**src/rtl/esm_pkg.sv**
```systemverilog
// Shared ESM definitions: default widths and the drain FSM state encoding,
// used by both the core and the instruction buffer.
package esm_pkg;

    localparam int unsigned INSTR_W = 32;
    localparam int unsigned BS      = 16;

    typedef enum logic [1:0] {
        RUN   = 2'd0,
        DRAIN = 2'd1,
        DONE  = 2'd2,
        HOLD  = 2'd3
    } esm_state_e;

endpackage

```
**src/rtl/esm_free_slot_finder.sv**
```systemverilog
// Lowest-zero priority encoder over the slot occupancy vector.
module esm_free_slot_finder #(
    parameter  int unsigned bs = 16,
    localparam int unsigned IW = $clog2(bs)
) (
    input  logic [0:bs-1]  valid_entries_i,
    output logic [IW-1:0]  slot_o,
    output logic           any_free_o
);

    // Scan high to low so the lowest free index wins.
    always_comb begin
        slot_o = '0;
        for (int i = int'(bs) - 1; i >= 0; i--) begin
            if (!valid_entries_i[i]) begin
                slot_o = IW'(i);
            end
        end
    end

    assign any_free_o = ~&valid_entries_i;

endmodule

```
**src/rtl/esm_instr_buffer.sv**
```systemverilog
// Instruction window feeding the ESM core: lowest-free-slot fill from fetch,
// indexed issue/free from the core, and a drain FSM for pipeline flush.
module esm_instr_buffer
    import esm_pkg::*;
#(
    parameter int unsigned Instruction_word_size = INSTR_W,
    parameter int unsigned bs                    = BS
) (
    input  logic                             clk,
    input  logic                             rst,
    input  logic                             fetch_valid,
    input  logic [Instruction_word_size-1:0] fetch_instr,
    output logic                             fetch_ready,
    output logic [Instruction_word_size-1:0] core_instr,
    output logic [$clog2(bs)-1:0]            core_index,
    output logic                             core_wr,
    output logic [0:bs-1]                    valid_entries,
    input  logic                             issue_valid,
    input  logic [$clog2(bs)-1:0]            issue_index,
    output logic [Instruction_word_size-1:0] issued_instr,
    output logic                             issued_valid,
    output logic                             issue_err,
    input  logic                             drain_req,
    output logic                             drain_done,
    output logic [$clog2(bs):0]              occupancy
);

    localparam int unsigned IW = $clog2(bs);
    localparam int unsigned OW = IW + 1;
    localparam int unsigned DW = Instruction_word_size;

    esm_state_e           state_q, state_d;
    logic [DW-1:0]        mem_q [bs];
    logic [0:bs-1]        valid_q, valid_d;
    logic [OW-1:0]        occ_q, occ_d;
    logic [DW-1:0]        core_instr_q, issued_instr_q;
    logic [IW-1:0]        core_index_q;
    logic                 core_wr_q, issued_valid_q, issue_err_q;
    logic [IW-1:0]        free_slot;
    logic                 any_free;
    logic                 accept;
    logic                 issue_hit;

    esm_free_slot_finder #(.bs(bs)) u_finder (
        .valid_entries_i (valid_q),
        .slot_o          (free_slot),
        .any_free_o      (any_free)
    );

    assign accept    = fetch_valid && fetch_ready;
    assign issue_hit = issue_valid && valid_q[issue_index];

    // Both searches use pre-edge occupancy, so accept and issue never target the same slot.
    always_comb begin
        valid_d = valid_q;
        if (accept) begin
            valid_d[free_slot] = 1'b1;
        end
        if (issue_hit) begin
            valid_d[issue_index] = 1'b0;
        end
        unique case ({accept, issue_hit})
            2'b10:   occ_d = occ_q + OW'(1);
            2'b01:   occ_d = occ_q - OW'(1);
            default: occ_d = occ_q;
        endcase
    end

    always_ff @(posedge clk or negedge rst) begin
        if (!rst) begin
            state_q <= RUN;
        end else begin
            state_q <= state_d;
        end
    end

    always_comb begin
        state_d = state_q;
        case (state_q)
            RUN:     if (drain_req) state_d = DRAIN;
            DRAIN:   if (occ_d == '0) state_d = DONE;
            DONE:    state_d = drain_req ? HOLD : RUN;
            HOLD:    if (!drain_req) state_d = RUN;
            default: state_d = RUN;
        endcase
    end

    // Reset gates fetch_ready so fetch sees no ready while the window is cleared.
    always_comb begin
        fetch_ready = rst && (state_q == RUN) && any_free;
        drain_done  = (state_q == DONE);
    end

    always_ff @(posedge clk) begin
        if (accept) begin
            mem_q[free_slot] <= fetch_instr;
        end
    end

    always_ff @(posedge clk or negedge rst) begin
        if (!rst) begin
            valid_q        <= '0;
            occ_q          <= '0;
            core_instr_q   <= '0;
            core_index_q   <= '0;
            core_wr_q      <= 1'b0;
            issued_instr_q <= '0;
            issued_valid_q <= 1'b0;
            issue_err_q    <= 1'b0;
        end else begin
            valid_q        <= valid_d;
            occ_q          <= occ_d;
            core_wr_q      <= accept;
            issued_valid_q <= issue_hit;
            issue_err_q    <= issue_valid && !issue_hit;
            if (accept) begin
                core_instr_q <= fetch_instr;
                core_index_q <= free_slot;
            end
            if (issue_hit) begin
                issued_instr_q <= mem_q[issue_index];
            end
        end
    end

    assign valid_entries = valid_q;
    assign occupancy     = occ_q;
    assign core_instr    = core_instr_q;
    assign core_index    = core_index_q;
    assign core_wr       = core_wr_q;
    assign issued_instr  = issued_instr_q;
    assign issued_valid  = issued_valid_q;
    assign issue_err     = issue_err_q;

endmodule

```
**config.mk**
```make
export PLATFORM = sky130hd
export DESIGN_NAME = esm_instr_buffer
export DESIGN_NICKNAME = d
export VERILOG_FILES = /design/src/rtl/esm_pkg.sv /design/src/rtl/esm_free_slot_finder.sv /design/src/rtl/esm_instr_buffer.sv
export SDC_FILE = /design/constraint.sdc
export NUM_CORES = 1
export LEC_CHECK = 0
export ABC_CLOCK_PERIOD_IN_PS = 9900
export BUFFER_PORTS_ARGS = -buffer_cell sky130_fd_sc_hd__buf_4
export CORE_UTILIZATION = 50
export CTS_BUF_LIST = sky130_fd_sc_hd__clkbuf_16
export CTS_CLUSTER_SIZE = 10
export DETAILED_ROUTE_END_ITERATION = 10
export HOLD_SLACK_MARGIN = 0.1
export PLACE_DENSITY = 0.69
export SYNTH_ARGS = -nofsm -noshare
export SYNTH_HDL_FRONTEND = slang
export SYNTH_SLANG_ARGS = --single-unit
```
**constraint.sdc**
```tcl
create_clock -name clk -period 9.9 [get_ports clk]
set_input_delay 0.99 -clock clk [delete_from_list [all_inputs] [get_ports clk]]
set_output_delay 0.99 -clock clk [all_outputs]
set_load 0.02 [all_outputs]
```
### Word-level counts from Yosys, hierarchy flattened

Memories as Yosys holds them, arrays and structs flattened. A register that Yosys moved wholly into a read port is not among the register bits.
Cells that the tools add are included.

| operators by class | value |
|---|---|
| add/subtract/negate cells | 2 |
| order comparisons | 4 |
| eq/ne operators | 8 |
| mux-type cells | 33 |
| bitwise operators | 5 |
| reduce and logical (&&, ||, !) cells | 14 |

Operator list:

| kind | number |
|---|---|
| $mux W4 | 16 |
| $mux W16 | 2 |
| $and A16 B16 Y16 | 1 |
| $not A16 Y16 | 1 |
| $or A16 B16 Y16 | 1 |
| $reduce_and A16 Y1 | 1 |
| $ge A5 B5 Y1 const B | 2 |
| $lt A5 B1 Y1 const B | 2 |
| $not A4 Y5 | 2 |
| $pmux W5 S2 | 1 |
| $demux W1 S4 | 2 |
| $mux W2 | 4 |
| $pmux W2 S4 | 1 |
| $logic_and A1 B1 Y1 | 7 |
| $eq A2 B2 Y1 const B | 3 |
| $mux W1 | 6 |
| $ne A2 B2 Y1 const B | 3 |
| $add A5 B1 Y5 const B | 1 |
| $logic_not A5 Y1 | 1 |
| $sub A5 B1 Y5 const B | 1 |
| $bmux W1 S4 | 1 |
| $eq A2 B1 Y1 const B | 2 |
| $logic_not A1 Y1 | 3 |
| $reduce_and A3 Y1 | 1 |
| $logic_not A2 Y1 | 1 |

| storage, ports and cells | value |
|---|---|
| register bits | 62 |
| memory bits (writable) | 512 |
| bits of input ports | 41 |
| output and inout port bits | 94 |
| logic and storage cells | 75 |
| memories kept | 1 |

Memories:

| memory | words | width | read ports | clocked after memory_dff | wr ports | line | RTL |
|---|---|---|---|---|---|---|---|
| mem_q | 16 | 32 | 1 | 1 | 1 | esm_instr_buffer.sv:33 | `logic [DW-1:0] mem_q [bs];` |

### Logic depth before layout (Yosys ltp)

| logic depth | value |
|---|---|
| depth in word-level cells | 25 |
| depth in mapped cells | 13 |
| mapped depth without buffers | 10 |

### Hierarchy

A second synthesis with hierarchy kept.

| unflattened totals | value |
|---|---|
| cell total of the unflattened synthesis | 1109 |
| area, all modules | 23244.8 um^2 |

By module, submodules not included:

| module | instances | cells each | area an instance (um^2) | seq. area each (um^2) |
|---|---|---|---|---|
| esm_instr_buffer | 1 | 1075 | 23080.9 | 17727.0 |
| esm_free_slot_finder | 1 | 34 | 163.9 | 0.0 |

### Least setup slack after synthesis

No wires, ideal clock.

| path | value |
|---|---|
| path type | in2reg |
| start point | input rst |
| end point | memory mem_q[14][0] in the netlist's numbering (enable) |
| setup time | 470 ps |
| arrival time | 4222 ps |
| data required time | 9430 ps |
| path slack | 5207 ps |
| cell stages on the path | 5 |
| buffers on the path | 1 |
| cell sequence | nand4bb_1 clkbuf_1 nor2_1 and4_1 nor3b_1 |

| between the ends | value |
|---|---|
| word-level cells in the longest chain between the ends | 5 |

RTL lines:

| item | line | RTL |
|---|---|---|
| from (decl) | esm_instr_buffer.sv:10 | `input logic rst,` |
| $logic_and A1 B1 Y1 (2 in a row) | esm_instr_buffer.sv:90 | `fetch_ready = rst && (state_q == RUN) && any_free;` |
| $logic_and A1 B1 Y1 | esm_instr_buffer.sv:50 | `assign accept = fetch_valid && fetch_ready;` |
| $mux W1 | esm_instr_buffer.sv:95 | `if (accept) begin` |
| $mux W1 (implied by the code) | esm_instr_buffer.sv:96 | `mem_q[free_slot] <= fetch_instr;` |
| to (decl) | esm_instr_buffer.sv:33 |  |

No other way between the ends.

### Worst setup path after layout

| path | value |
|---|---|
| start point | input issue_index[1] |
| end point | register state_q[1] |

| between the ends | value |
|---|---|
| word-level cells in the longest chain between the ends | 10 |
| elaborated cells between the ends (all ways) | 11 |
| classes of those cells | eq/ne: 3; mux: 4; bitwise: 1; reduce/logical: 3 |

RTL lines:

| item | line | RTL |
|---|---|---|
| from (decl) | esm_instr_buffer.sv:19 | `input logic [$clog2(bs)-1:0] issue_index,` |
| $not A4 Y5 (implied by the code) (*) | esm_instr_buffer.sv:51 | `assign issue_hit = issue_valid && valid_q[issue_index];` |
| $bmux W1 S4 (*) | esm_instr_buffer.sv:51 |  |
| $mux W1 (implied by the code) (*) (2 in a row) | esm_instr_buffer.sv:51 |  |
| $logic_and A1 B1 Y1 (*) | esm_instr_buffer.sv:51 |  |
| $eq A2 B1 Y1 / $eq A2 B2 Y1 (equally long branches) | esm_instr_buffer.sv:62 | `unique case ({accept, issue_hit})` |
| $pmux W5 S2 (*) | esm_instr_buffer.sv:62 |  |
| $logic_not A5 Y1 (*) | esm_instr_buffer.sv:81 | `DRAIN: if (occ_d == '0) state_d = DONE;` |
| $ne A2 B2 Y1 (no line) (*) | n/a |  |
| $reduce_and A3 Y1 (no line) (*) | n/a |  |
| to (signal assigned) | esm_instr_buffer.sv:73 | `state_q <= state_d;` |
| to (decl) | esm_instr_buffer.sv:32 | `esm_state_e state_q, state_d;` |

Mark *: on every way between the ends. The rest lies on a longest branch, timed or not. The select of a mux whose other input is x is not followed.
A chain may end at the register's enable or synchronous reset.

==> results by group <==
Synthesis
  • XOR/XNOR Fraction of Synth Area: less than 1%
  • Synth Flop Type: edfxtp_1
  • Syn avg cell area: 20.8 µm²
  • Seq/Total Area, Yosys: around 75%
  • Largest cells by area after synthesis: edfxtp_1 65%, mux4_2 13%, dfrtp_1 10%
  • Syn_nets: approximately 1,200
  • Synth Cell Area: 23,500 µm²
  • Yosys top cell area share: between 60% and 70%
  • Async set-reset flop share out of synthesis: 15.5%
  • Synthesized instance count: 1,128
  • Post-synthesis mux area share: 16.3%
  • Compound-Gate Fraction of Synth Area: under 10%
  • Post-synthesis simple-gate area fraction: 2.54%
  • Area leader, netlist: edfxtp_1
  • Post-synthesis adder-cell area fraction: 0.298%
  • Synth cell types: 52
  • Syn. warnings: 0
  • EDFF count, synth: ~510
  • FF+latch count, synth: 606
  • Largest family of logic cells by synthesized area: multiplexers

Power and ir drop
  • Clk pwr share: between 30% and 40%
  • Sw power: 1.62 mW
  • P_leak: between 9 and 10 nW
  • Combinational power share: 15.6%
  • Sw frac: approximately a quarter
  • Flop pwr share: approximately half
  • Maximum VDD drop: 0.122 mV
  • P_int: between 4 and 5 mW
  • Pwr dens: between 200 and 250 nW/µm²

Status
  • Status: finished clean

Global route
  • Initial antenna violation count: 1
  • Global-route wire length before repair: 77,300 µm
  • Met1 Use GR: between 30% and 40%
  • Largest net degree at the start of global routing: between 70 and 80
  • Global Route Usage Sum: 22.5%
  • Vias in the first global route: about 12,000
  • Busiest grt layer: met2
  • Grt ovf: 0
  • Met2 usage: approximately a third
  • Met3 GRT Util: between 4 and 5%

Worst setup path
  • CP Cell Sequence: buf_4 -> mux4_2 -> nand4_1 -> o311ai_4 -> ha_1 -> fa_1 -> a21o_1 -> a2111oi_0 -> nor3b_1 -> a211oi_1 -> a32o_1
  • Data required, critical path: roughly 10 ns
  • Type of the worst setup path: input port to register
  • Maximum fanout along the worst path: 75
  • Buf/Inv on CP: 1
  • Startpoint class of the critical path: input port
  • Reg2reg setup slack: roughly 6.3 ns
  • CP max stage cell: buf_4
  • Max incr delay on CP: ~0.83 ns
  • Crit path max-delay family: compound AO/OA/AOI/OAI gates
  • Critical path arrival: ~5 ns
  • Setup crit end kind: register

Layout
  • Fillers: between 3,000 and 4,000
  • Multi-input logic area: between 5000 and 6000 µm²
  • Antenna cells: 0
  • Layout Nets: around 1,400
  • Share of cells above drive strength 1: between 30% and 40%
  • FF/Latch Area: 17,700 µm²
  • Core Util, Final: about three fifths
  • Final instance area: about 27,000 µm²
  • Area added between synthesis and finish: 16.4%

Die
  • Die Span Y: approximately 220 µm
  • I/O pins: 135
  • Rows: slightly below 80
  • Die area: approximately 48,000 µm²
  • Core region area: between 40,000 and 50,000 µm²
  • Initial Util: about half
  • Die width: ~220 µm

STA
  • Final min period: between 4 and 5 ns
  • Slew Limit Fails: 0
  • Hold slack: roughly 0.45 ns
  • Skew final: between 0.015 and 0.02 ns
  • RSZ-0062 raised after global routing: false
  • Slew margin rel.: a little over a fifth
  • Period Utilization, post-route: 45.0%
  • Worst-Margin Slew: ~1.2 ns
  • Highest clock rate: ~220 MHz
  • Hold Vio Cnt, Final: 0
  • Final worst setup slack: around 5.4 ns
  • Final setup viols: 0
  • Fin Setup TNS: 0 ns

Clocking
  • CTS Sinks: 606
  • CTS buffer count: just over 70
  • Worst-path clk slew: 0.06 ns
  • Root Buffer: clkbuf_16
  • Clock Latency Late Sink: 0.59 ns
  • Quantity of gates resized following cts: 0
  • CTS tree: yes
  • Hold_buf cts: 0
  • Setup repair bufs after CTS: 0
  • Number of H-tree levels: 3
  • Bufs on Longest Clock Path: 3

Detailed routing
  • Pre-antenna DRT Iters: 5
  • Vias/cell: roughly 6.0
  • Initial DRC count: 1,048
  • Vias after detailed routing: 11,900
  • Routed wire per std cell: 26.5 µm
  • Post-Route WL: between 50,000 and 60,000 µm
  • Final routed DRC violation total: 0
  • Post-route ant nets: 0

Place
  • GPL Wtd Cong: between 0.8 and 0.9
  • I/O Buffers: around 130
  • Post-DP Area: roughly 25,000 µm²
  • Dpl ws: 4.79 ns
  • HPWL Detailed: 26,500 µm

Worst hold path
  • Min-delay worst type: input port to async pin

Run
  • Max-Cap Viols: 0
worst register-to-register path, delay by kind of cell (launching register included):
kind / cells / cell delay (ns)
adder cells (fa/ha/maj): 2 / 0.68
flip-flops: 1 / 0.58
AND/OR/NAND/NOR: 4 / 1.14
AO/OA/AOI/OAI: 4 / 1.21
cell usage after synthesis (3+ instances only):
cell type,instances
nand2_1,52
inv_1,11
o31ai_1,7
nand3_1,4
nand4_1,5
dfrtp_1,94
edfxtp_1,512
nor3b_1,5
mux2_4,29
a21oi_1,10
buf_2,13
buf_1,4
o22ai_1,3
buf_6,10
a22oi_1,65
o22a_1,4
mux2_2,36
clkbuf_1,29
mux4_2,132
nor3_1,9
nand2b_1,8
buf_4,3
nor2_1,20
a21o_1,3
nor2b_1,6
o21ai_0,16
ha_1,4
logic make-up (layout without fill, tap and decap cells):
family / after synthesis / after routing
compound gates: 124 / 124
xor+xnor: 2 / 2
fa+ha+maj: 5 / 5
buf+inv: 70 / 302
flops: 606 / 606
mux: 199 / 199
simple gates: 122 / 122
layer usage:
layer / vias to the layer above / routed length [µm]
li1: 5027 / -
met1: 6286 / 21700
met2: 473 / 25300
met3: 80 / 4070
met4: 2 / 1050
met5: - / 12
power by group through the flow:
stage | clock network (mW) | logic [mW] | registers [mW]
finish | 2.30 | 0.992 | 3.09
global route | 2.45 | 1.06 | 3.11
CTS | 2.34 | 1.00 | 3.09
detailed placement | 0 | 1.00 | 3.14
global placement | 0 | 0.987 | 3.13
floorplan | 0 | 0.402 | 3.29
cell usage in the layout (no fill, tap or decap), types with 2 or more instances in the layout:
cell	instances
inv_1	59
nor3b_1	2
a21o_1	3
inv_6	2
and4_1	2
clkbuf_16	74
nand2b_1	8
nor4_1	2
o22a_1	4
dfrtp_1	94
mux4_2	132
nor3_1	4
buf_4	162
edfxtp_1	512
a21oi_1	10
o32a_1	2
o31ai_1	7
xnor2_1	2
nor3_2	5
a32o_1	2
nor2_1	12
clkinv_1	2
o22ai_1	3
nand4_1	5
mux2_2	36
mux2_4	29
nand3_1	4
mux2i_1	2
nor2b_1	3
nor2_4	8
a22oi_1	65
nor3b_2	3
nand3b_1	2
nor2b_4	3
nand2_1	52
ha_1	4
a211oi_1	2
a2111oi_0	2
o21ai_0	16
registers in the layout (all words and copies together) (netlist names):
register / flops
core_index: 4
occupancy: 5
core_wr: 1
valid_entries: 16
issued_valid: 1
mem_q: 512
state_q: 2
issue_err: 1
issued_instr: 32
core_instr: 32
per-stage QoR:
stage | std cells | total power [mW]
floorplan | 1128 | 3.69
global route | 1967 | 6.62
global placement | 1839 | 4.12
detailed placement | 1839 | 4.14
CTS | 1967 | 6.43
finish | 1967 | 6.38
layout make-up:
class,count,share of cell area [%]
clock buffer,74,6.76
clock inverter,54,0.827
inverter,11,0.151
multi-input combinational,452,20.2
sequential,606,64.8
tap,607,2.77
timing repair buffer,163,4.49
worst paths after layout:
kind	startpoint	end	depth (start not counted)
setup / recovery	issue_index[1]	state_q[1]$_DFFE_PN0P_	11
hold / removal	rst	core_instr[19]$_DFFE_PN0P_	1
setup reg to reg	valid_entries[2]$_DFF_PN0_	state_q[1]$_DFFE_PN0P_	10
hold reg to reg	core_index[0]$_DFFE_PN0P_	core_index[0]$_DFFE_PN0P_	2
max in group asynchronous	rst	issued_instr[26]$_DFFE_PN0N_	2
min in group clk	core_index[0]$_DFFE_PN0P_	core_index[0]$_DFFE_PN0P_	2
Note: power is estimated with default switching activity, not from simulation.
